===== src/rtl/ct_pt_add_stream.sv =====
// ---------------------------------------------------------------------------
// ct_pt_add_stream
//
// Sequential ciphertext + plaintext add/subtract engine. For every slot i it
// produces A'[i] = A[i] mod q and B'[i] = (B[i] +/- DELTAP*Gamma[i]) mod q,
// handling LANES slots per clock over N/LANES beats.
//
// Ports:
//   clk, rst        rising-edge clock, synchronous active-high reset
//   in_valid        A, B, Gamma and mode are presented
//   in_ready        engine idle and able to take a new ciphertext
//   in_mode         0 = add, 1 = subtract
//   in_a/in_b       ciphertext slots, N x W packed, slot i at [i*W +: W]
//   in_gamma        plaintext slots, same packing
//   out_valid       result available, held until out_ready
//   out_ready       downstream consumes the result
//   out_a/out_b     canonical result slots in [0, q)
//   out_noncanon    some input A or B slot of this result was >= q
// ---------------------------------------------------------------------------
module ct_pt_add_stream #(
    parameter int N      = 8,
    parameter int W      = 16,
    parameter int LANES  = 2,
    parameter int QP     = 7710,
    parameter int DELTAP = 30
) (
    input  logic           clk,
    input  logic           rst,
    input  logic           in_valid,
    output logic           in_ready,
    input  logic           in_mode,
    input  logic [N*W-1:0] in_a,
    input  logic [N*W-1:0] in_b,
    input  logic [N*W-1:0] in_gamma,
    output logic           out_valid,
    input  logic           out_ready,
    output logic [N*W-1:0] out_a,
    output logic [N*W-1:0] out_b,
    output logic           out_noncanon
);

    localparam int BEATS = N / LANES;
    localparam int BW    = (BEATS > 1) ? $clog2(BEATS) : 1;

    localparam logic [W-1:0]   QW   = W'(QP);
    localparam logic [2*W-1:0] QW2  = (2*W)'(QP);
    localparam logic [2*W-1:0] DW2  = (2*W)'(DELTAP);
    localparam logic [BW-1:0]  LAST = BW'(BEATS - 1);

    // Reject configurations the datapath cannot represent correctly.
    generate
        if (LANES < 1 || (N % LANES) != 0 || QP < 2 ||
            longint'(QP) >= (longint'(1) << W) || DELTAP >= QP) begin : gParamCheck
            $error("ct_pt_add_stream: illegal parameter combination");
        end
    endgenerate

    typedef enum logic [1:0] {
        IDLE,
        RUN,
        DONE
    } state_t;

    state_t         state_q, state_d;
    logic [BW-1:0]  beat_q, beat_d;
    logic [N*W-1:0] aReg_q, aReg_d;
    logic [N*W-1:0] bReg_q, bReg_d;
    logic [N*W-1:0] gReg_q, gReg_d;
    logic           mode_q, mode_d;
    logic           ncAcc_q, ncAcc_d;
    logic [N*W-1:0] outA_q, outA_d;
    logic [N*W-1:0] outB_q, outB_d;
    logic           outNc_q, outNc_d;

    logic [W-1:0]     laneA [LANES];
    logic [W-1:0]     laneB [LANES];
    logic [LANES-1:0] laneNc;

    // Per-lane modular arithmetic on the slots selected by the current beat.
    // The subtract path adds q before subtracting when b < p so the result
    // never goes negative; b + (q - p) stays below q because b < p.
    always_comb begin : laneMath
        logic [W-1:0]   aIn, bIn, gIn, bMod, pMod;
        logic [2*W-1:0] prod;
        logic [W:0]     sum;
        int             slot;
        laneA  = '{default: '0};
        laneB  = '{default: '0};
        laneNc = '0;
        aIn    = '0;
        bIn    = '0;
        gIn    = '0;
        bMod   = '0;
        pMod   = '0;
        prod   = '0;
        sum    = '0;
        slot   = 0;
        for (int l = 0; l < LANES; l++) begin
            slot      = int'(beat_q) * LANES + l;
            aIn       = aReg_q[slot*W +: W];
            bIn       = bReg_q[slot*W +: W];
            gIn       = gReg_q[slot*W +: W];
            laneNc[l] = (aIn >= QW) || (bIn >= QW);
            laneA[l]  = aIn % QW;
            bMod      = bIn % QW;
            prod      = {{W{1'b0}}, gIn} * DW2;
            pMod      = W'(prod % QW2);
            if (!mode_q) begin
                sum = {1'b0, bMod} + {1'b0, pMod};
                if (sum >= {1'b0, QW}) begin
                    sum = sum - {1'b0, QW};
                end
                laneB[l] = sum[W-1:0];
            end else if (bMod >= pMod) begin
                laneB[l] = bMod - pMod;
            end else begin
                laneB[l] = bMod + (QW - pMod);
            end
        end
    end

    // Next-state logic. IDLE captures the whole ciphertext so later port
    // changes cannot disturb it; RUN writes one beat of slots per cycle and
    // folds that beat's non-canonical flags into the accumulator; the final
    // beat's flags are included directly when publishing out_noncanon.
    always_comb begin : fsmNext
        int slot;
        state_d = state_q;
        beat_d  = beat_q;
        aReg_d  = aReg_q;
        bReg_d  = bReg_q;
        gReg_d  = gReg_q;
        mode_d  = mode_q;
        ncAcc_d = ncAcc_q;
        outA_d  = outA_q;
        outB_d  = outB_q;
        outNc_d = outNc_q;
        slot    = 0;
        case (state_q)
            IDLE: begin
                if (in_valid && in_ready) begin
                    aReg_d  = in_a;
                    bReg_d  = in_b;
                    gReg_d  = in_gamma;
                    mode_d  = in_mode;
                    beat_d  = '0;
                    ncAcc_d = 1'b0;
                    state_d = RUN;
                end
            end
            RUN: begin
                for (int l = 0; l < LANES; l++) begin
                    slot                  = int'(beat_q) * LANES + l;
                    outA_d[slot*W +: W]   = laneA[l];
                    outB_d[slot*W +: W]   = laneB[l];
                end
                ncAcc_d = ncAcc_q | (|laneNc);
                if (beat_q == LAST) begin
                    outNc_d = ncAcc_q | (|laneNc);
                    state_d = DONE;
                end else begin
                    beat_d = beat_q + 1'b1;
                end
            end
            DONE: begin
                if (out_ready) begin
                    state_d = IDLE;
                end
            end
            default: begin
                state_d = IDLE;
            end
        endcase
    end

    // State register. Reset aborts any transaction and clears results so no
    // partially computed ciphertext can be mistaken for a valid one.
    always_ff @(posedge clk) begin
        if (rst) begin
            state_q <= IDLE;
            beat_q  <= '0;
            aReg_q  <= '0;
            bReg_q  <= '0;
            gReg_q  <= '0;
            mode_q  <= 1'b0;
            ncAcc_q <= 1'b0;
            outA_q  <= '0;
            outB_q  <= '0;
            outNc_q <= 1'b0;
        end else begin
            state_q <= state_d;
            beat_q  <= beat_d;
            aReg_q  <= aReg_d;
            bReg_q  <= bReg_d;
            gReg_q  <= gReg_d;
            mode_q  <= mode_d;
            ncAcc_q <= ncAcc_d;
            outA_q  <= outA_d;
            outB_q  <= outB_d;
            outNc_q <= outNc_d;
        end
    end

    assign in_ready     = (state_q == IDLE) && !rst;
    assign out_valid    = (state_q == DONE);
    assign out_a        = outA_q;
    assign out_b        = outB_q;
    assign out_noncanon = outNc_q;

endmodule


===== config.mk =====
export PLATFORM = sky130hd
export DESIGN_NAME = ct_pt_add_stream
export DESIGN_NICKNAME = d
export VERILOG_FILES = /design/src/rtl/ct_pt_add_stream.sv
export SDC_FILE = /design/constraint.sdc
export NUM_CORES = 2
export LEC_CHECK = 0
export ABC_AREA = 1
export CORE_MARGIN = 5
export CORE_UTILIZATION = 63
export CTS_BUF_LIST = sky130_fd_sc_hd__clkbuf_8
export CTS_CLUSTER_DIAMETER = 30
export CTS_CLUSTER_SIZE = 16
export DETAILED_ROUTE_END_ITERATION = 7
export MAX_ROUTING_LAYER = met4
export PLACE_DENSITY = 0.86
export REMOVE_ABC_BUFFERS = 1
export SLEW_MARGIN = 20
export SYNTH_ARGS = -nofsm -noshare
export SYNTH_HDL_FRONTEND = slang
export SYNTH_SLANG_ARGS = --single-unit

===== constraint.sdc =====
create_clock -name clk -period 34.2 [get_ports clk]
set_input_delay 6.84 -clock clk [delete_from_list [all_inputs] [get_ports clk]]
set_output_delay 6.84 -clock clk [all_outputs]
set_load 0.01 [all_outputs]

==> metrics.md <==
| Metric | Value |
|---|---|
| Run status | finished clean |
| Crit path DAT | 20.90 ns |
| GR Overflow Total | 0 |
| Area of the core | 0.0817 mm2 |
| Residual DRC count | 0 |
| Pre-CTS WS | 14.23 ns |
| Number of cells on the worst reg-to-reg path | 102 |
| EDFF count, synth | 0 |
| Hold Path Stages | 2 |
| CTS tree | built |
| Antenna violations before repair | 18 |
| Most Frequent Cell on Critical Path | sky130_fd_sc_hd__nand2_1 |
| Post-DR wirelength/cell | between 15 and 20 um |
| CTS H-tree depth | 3 |
| Num Clock Sinks | 647 |
| Num CTS Buffers | 111 |
| Global placement routability congestion | 0.988 |
| Clock slew seen by the registers of the worst setup and hold paths | around 0.070 ns |
| Hold-fix buffers, CTS | 0 |
| Slowest cell on the critical path | sky130_fd_sc_hd__dfxtp_4 |
| Area Overhead vs Synth | 18.2% |
| Actual slew at the worst max-slew pin | approximately 1.3 ns |
| Gate count after technology mapping | 8186 |
| Estimated wirelength of the detail-placed design | 129 mm |
| Number of global-route vias before repair | around 52000 |
| Endpoint of the most critical register-to-register path | out_b[40] |
| Setup skew after layout | 0.0746 ns |
| Global-route total usage across every layer | 37.6% |
| Filler cells | 6633 |
| I/O Buffers | 647 |
| Net total in the final layout | 9278 |
| Clock tree root buffer cell | sky130_fd_sc_hd__clkbuf_8 |
| Via Count | 55400 |
| Number of antenna-violating nets in the routed design | 0 |
| Final sum of negative setup slack | 0 ns |
| Count of synthesis-stage warnings from yosys | 0 |
| Startpoint of the most critical hold path | gReg_q[5] |
| Reg2Reg Launch Point | beat_q[0] |
| # Max-Cap Violations | 0 |
| Async SR Flop Fraction | 0% |
| Post-CTS setup-driven buffer insertion count | 0 |
| Final critical path time including I/O delays and setup | 20.20 ns |
| Number of rows in the core area | 105 |
| FF+latch area | about 0.013 mm2 |
| Critical-path maximum fanout | 79 |
| Min-Delay Path Class | flop to flop |
| Die Width | 297 um |
| Synthesis-stage register bit count | about 650 |
| Chip Height | 297 um |
| Sort of element at the end of the critical path | flop |
| Insertion delay of the later-clocked pin in the worst-skew pair | 0.79 ns |
| Synth unique cells | 75 |
| Starting density of the core | a little over three fifths |
| First-pass GRT wire length | 265 mm |
| Worst-case hold path end point | gReg_q[5] |
| Worst setup SP type | flop |
| Final wirelength | 170 mm |
| Share of layout cells above drive strength 1 | under 10% |
| Portion of the post-synthesis area used by sequential elements | 25.0% |
| DRT iter0 DRCs | 4796 |
| Pin count of the biggest net entering global routing | 243 |
| Number of buffers on the longest clock path | 3 |
| Avg Cell Area, Syn | roughly 6.3 um2 |
| Most used DFF post-synth | sky130_fd_sc_hd__dfxtp_1 |
| Final count of hold timing violations | 0 |
| Fmax | between 0.04 and 0.05 GHz |
| Largest stage delay on the critical path | between 0.8 and 0.9 ns |
| Number of setup violations in the final report | 0 |
| Unrepaired setup endpoints after global routing | false |
| Least setup slack across all paths after layout | 14.00 ns |
| PostCTS Resize Cnt | 0 |
| Boundary pin count | 648 |
| Category of the most critical setup path | flop to flop |
| Period utilisation layout | 59.1% |
| CP required | 34.89 ns |
| Detail-routed via count per cell | 5.64 |
| Max Slew Vio Count | 0 |
| Router iterations before antenna repair | 8 |
| Worst-case register-to-register setup slack | 14.00 ns |
| Netlist area before placement | 0.0517 mm2 |
| Max transition margin | 13.5% |
| Area enclosed by the die boundary | 0.0879 mm2 |
| Combined area of the multi-input logic cells | roughly 0.033 mm2 |
==> flip-flops by register name (all words and copies together) (netlist names) <==
register	count
out_noncanon	1
aReg_q	128
bReg_q	128
gReg_q	128
out_b	128
state_q	2
ncAcc_q	1
beat_q	2
out_a	128
mode_q	1
==> layout by cell type, fill, tap and decap left out, drive strengths merged, types with 21 or more instances in the layout <==
| cell | n |
|---|---|
| nor2 | 711 |
| inv | 1006 |
| o21ai | 378 |
| clkinv | 41 |
| a21oi | 611 |
| nand2 | 2736 |
| o21bai | 28 |
| nand3b | 26 |
| nand3 | 745 |
| a22oi | 29 |
| xor2 | 244 |
| a32oi | 59 |
| buf | 42 |
| xnor2 | 44 |
| clkdlybuf4s50 | 646 |
| nor4 | 26 |
| diode | 21 |
| clkbuf | 121 |
| fa | 74 |
| or2 | 21 |
| dfxtp | 647 |
| ha | 173 |
| nor3 | 92 |
| nand4 | 99 |
==> final cells by class <==
cell class,instances,area share (%)
well taps,1070,2.19
repair buffers,689,11.2
inverters,987,6.14
diodes,21,0.0860
flip-flops and latches,647,21.2
clock buffers,120,2.70
clock inverters,85,1.74
multi-input cells,6206,54.8
==> cell usage after synthesis, drive strengths merged, types with 21 or more instances <==
cell	count	area share, %
fa	74	2.9
nor2	711	6.3
dfxtp	647	25
a32oi	59	1.0
o21ai	378	3.9
nor4	26	0.31
a21oi	611	6.0
ha	173	4.2
clkbuf	283	2.1
xor2	244	4.1
nand3b	26	0.39
nand4	99	1.3
buf	65	1.0
nor3	92	0.98
inv	977	7.1
a22oi	29	0.42
o21bai	28	0.41
or2	21	0.25
nand2	2736	22
xnor2	44	0.75
nand3	745	7.9
==> how the worst max path moves through the flow <==
stage	startpoint	end	depth (start not counted)
after detailed placement	beat_q[0]	out_b[40]	104
after global placement	beat_q[0]	out_b[104]	102
after global routing	beat_q[1]	out_b[40]	105
after CTS	beat_q[0]	out_b[40]	104
final	beat_q[0]	out_b[40]	102
after floorplan	beat_q[0]	out_b[111]	104
==> layer usage <==
layer  part of all wire [%]  track usage [%]
met3                    8.1             5.66
met4                    7.1             22.3
met2                     46             60.5
met5                      0                -
met1                     39             44.8
==> metrics by stage <==
stage / cell area [um2] / std cells / hold WS (ns) / util [%]
after floorplan: 50100 / 7840 / 0.426 / -
after global placement: 58400 / 9599 / 0.434 / 71.4
after detailed placement: 58400 / 9599 / 0.440 / 71.4
after CTS: 61100 / 9804 / 0.450 / 74.7
after global routing: 61100 / 9825 / 0.463 / 74.8
final: 61100 / 9825 / 0.450 / 74.8
==> cell families (layout without fill, tap and decap cells) <==
group | after synthesis | in the layout | share of synthesized area, %
other | 1 | 24 | 0.00725
buffers and inverters | 1335 | 1881 | 10.3
DFF | 647 | 647 | 25.0
AOI/OAI and AO/OA | 1188 | 1188 | 12.9
and+or+nand+nor | 4480 | 4480 | 39.8
adders and majority gates | 247 | 247 | 7.05
xor gates and xnor gates | 288 | 288 | 4.88
==> worst max-delay path, delay by kind of cell (launching register included) <==
family                     cells  cell delay [ns]
AOI/OAI and AO/OA             14             3.55
DFF                            1             0.87
buffers and inverters          9             1.85
adders and majority gates      5             2.21
and+or+nand+nor               72            10.75
xor gates and xnor gates       2             0.67
Power is not shown: default switching activity piles up to over one toggle a cycle in this logic, so the estimate is an artifact.
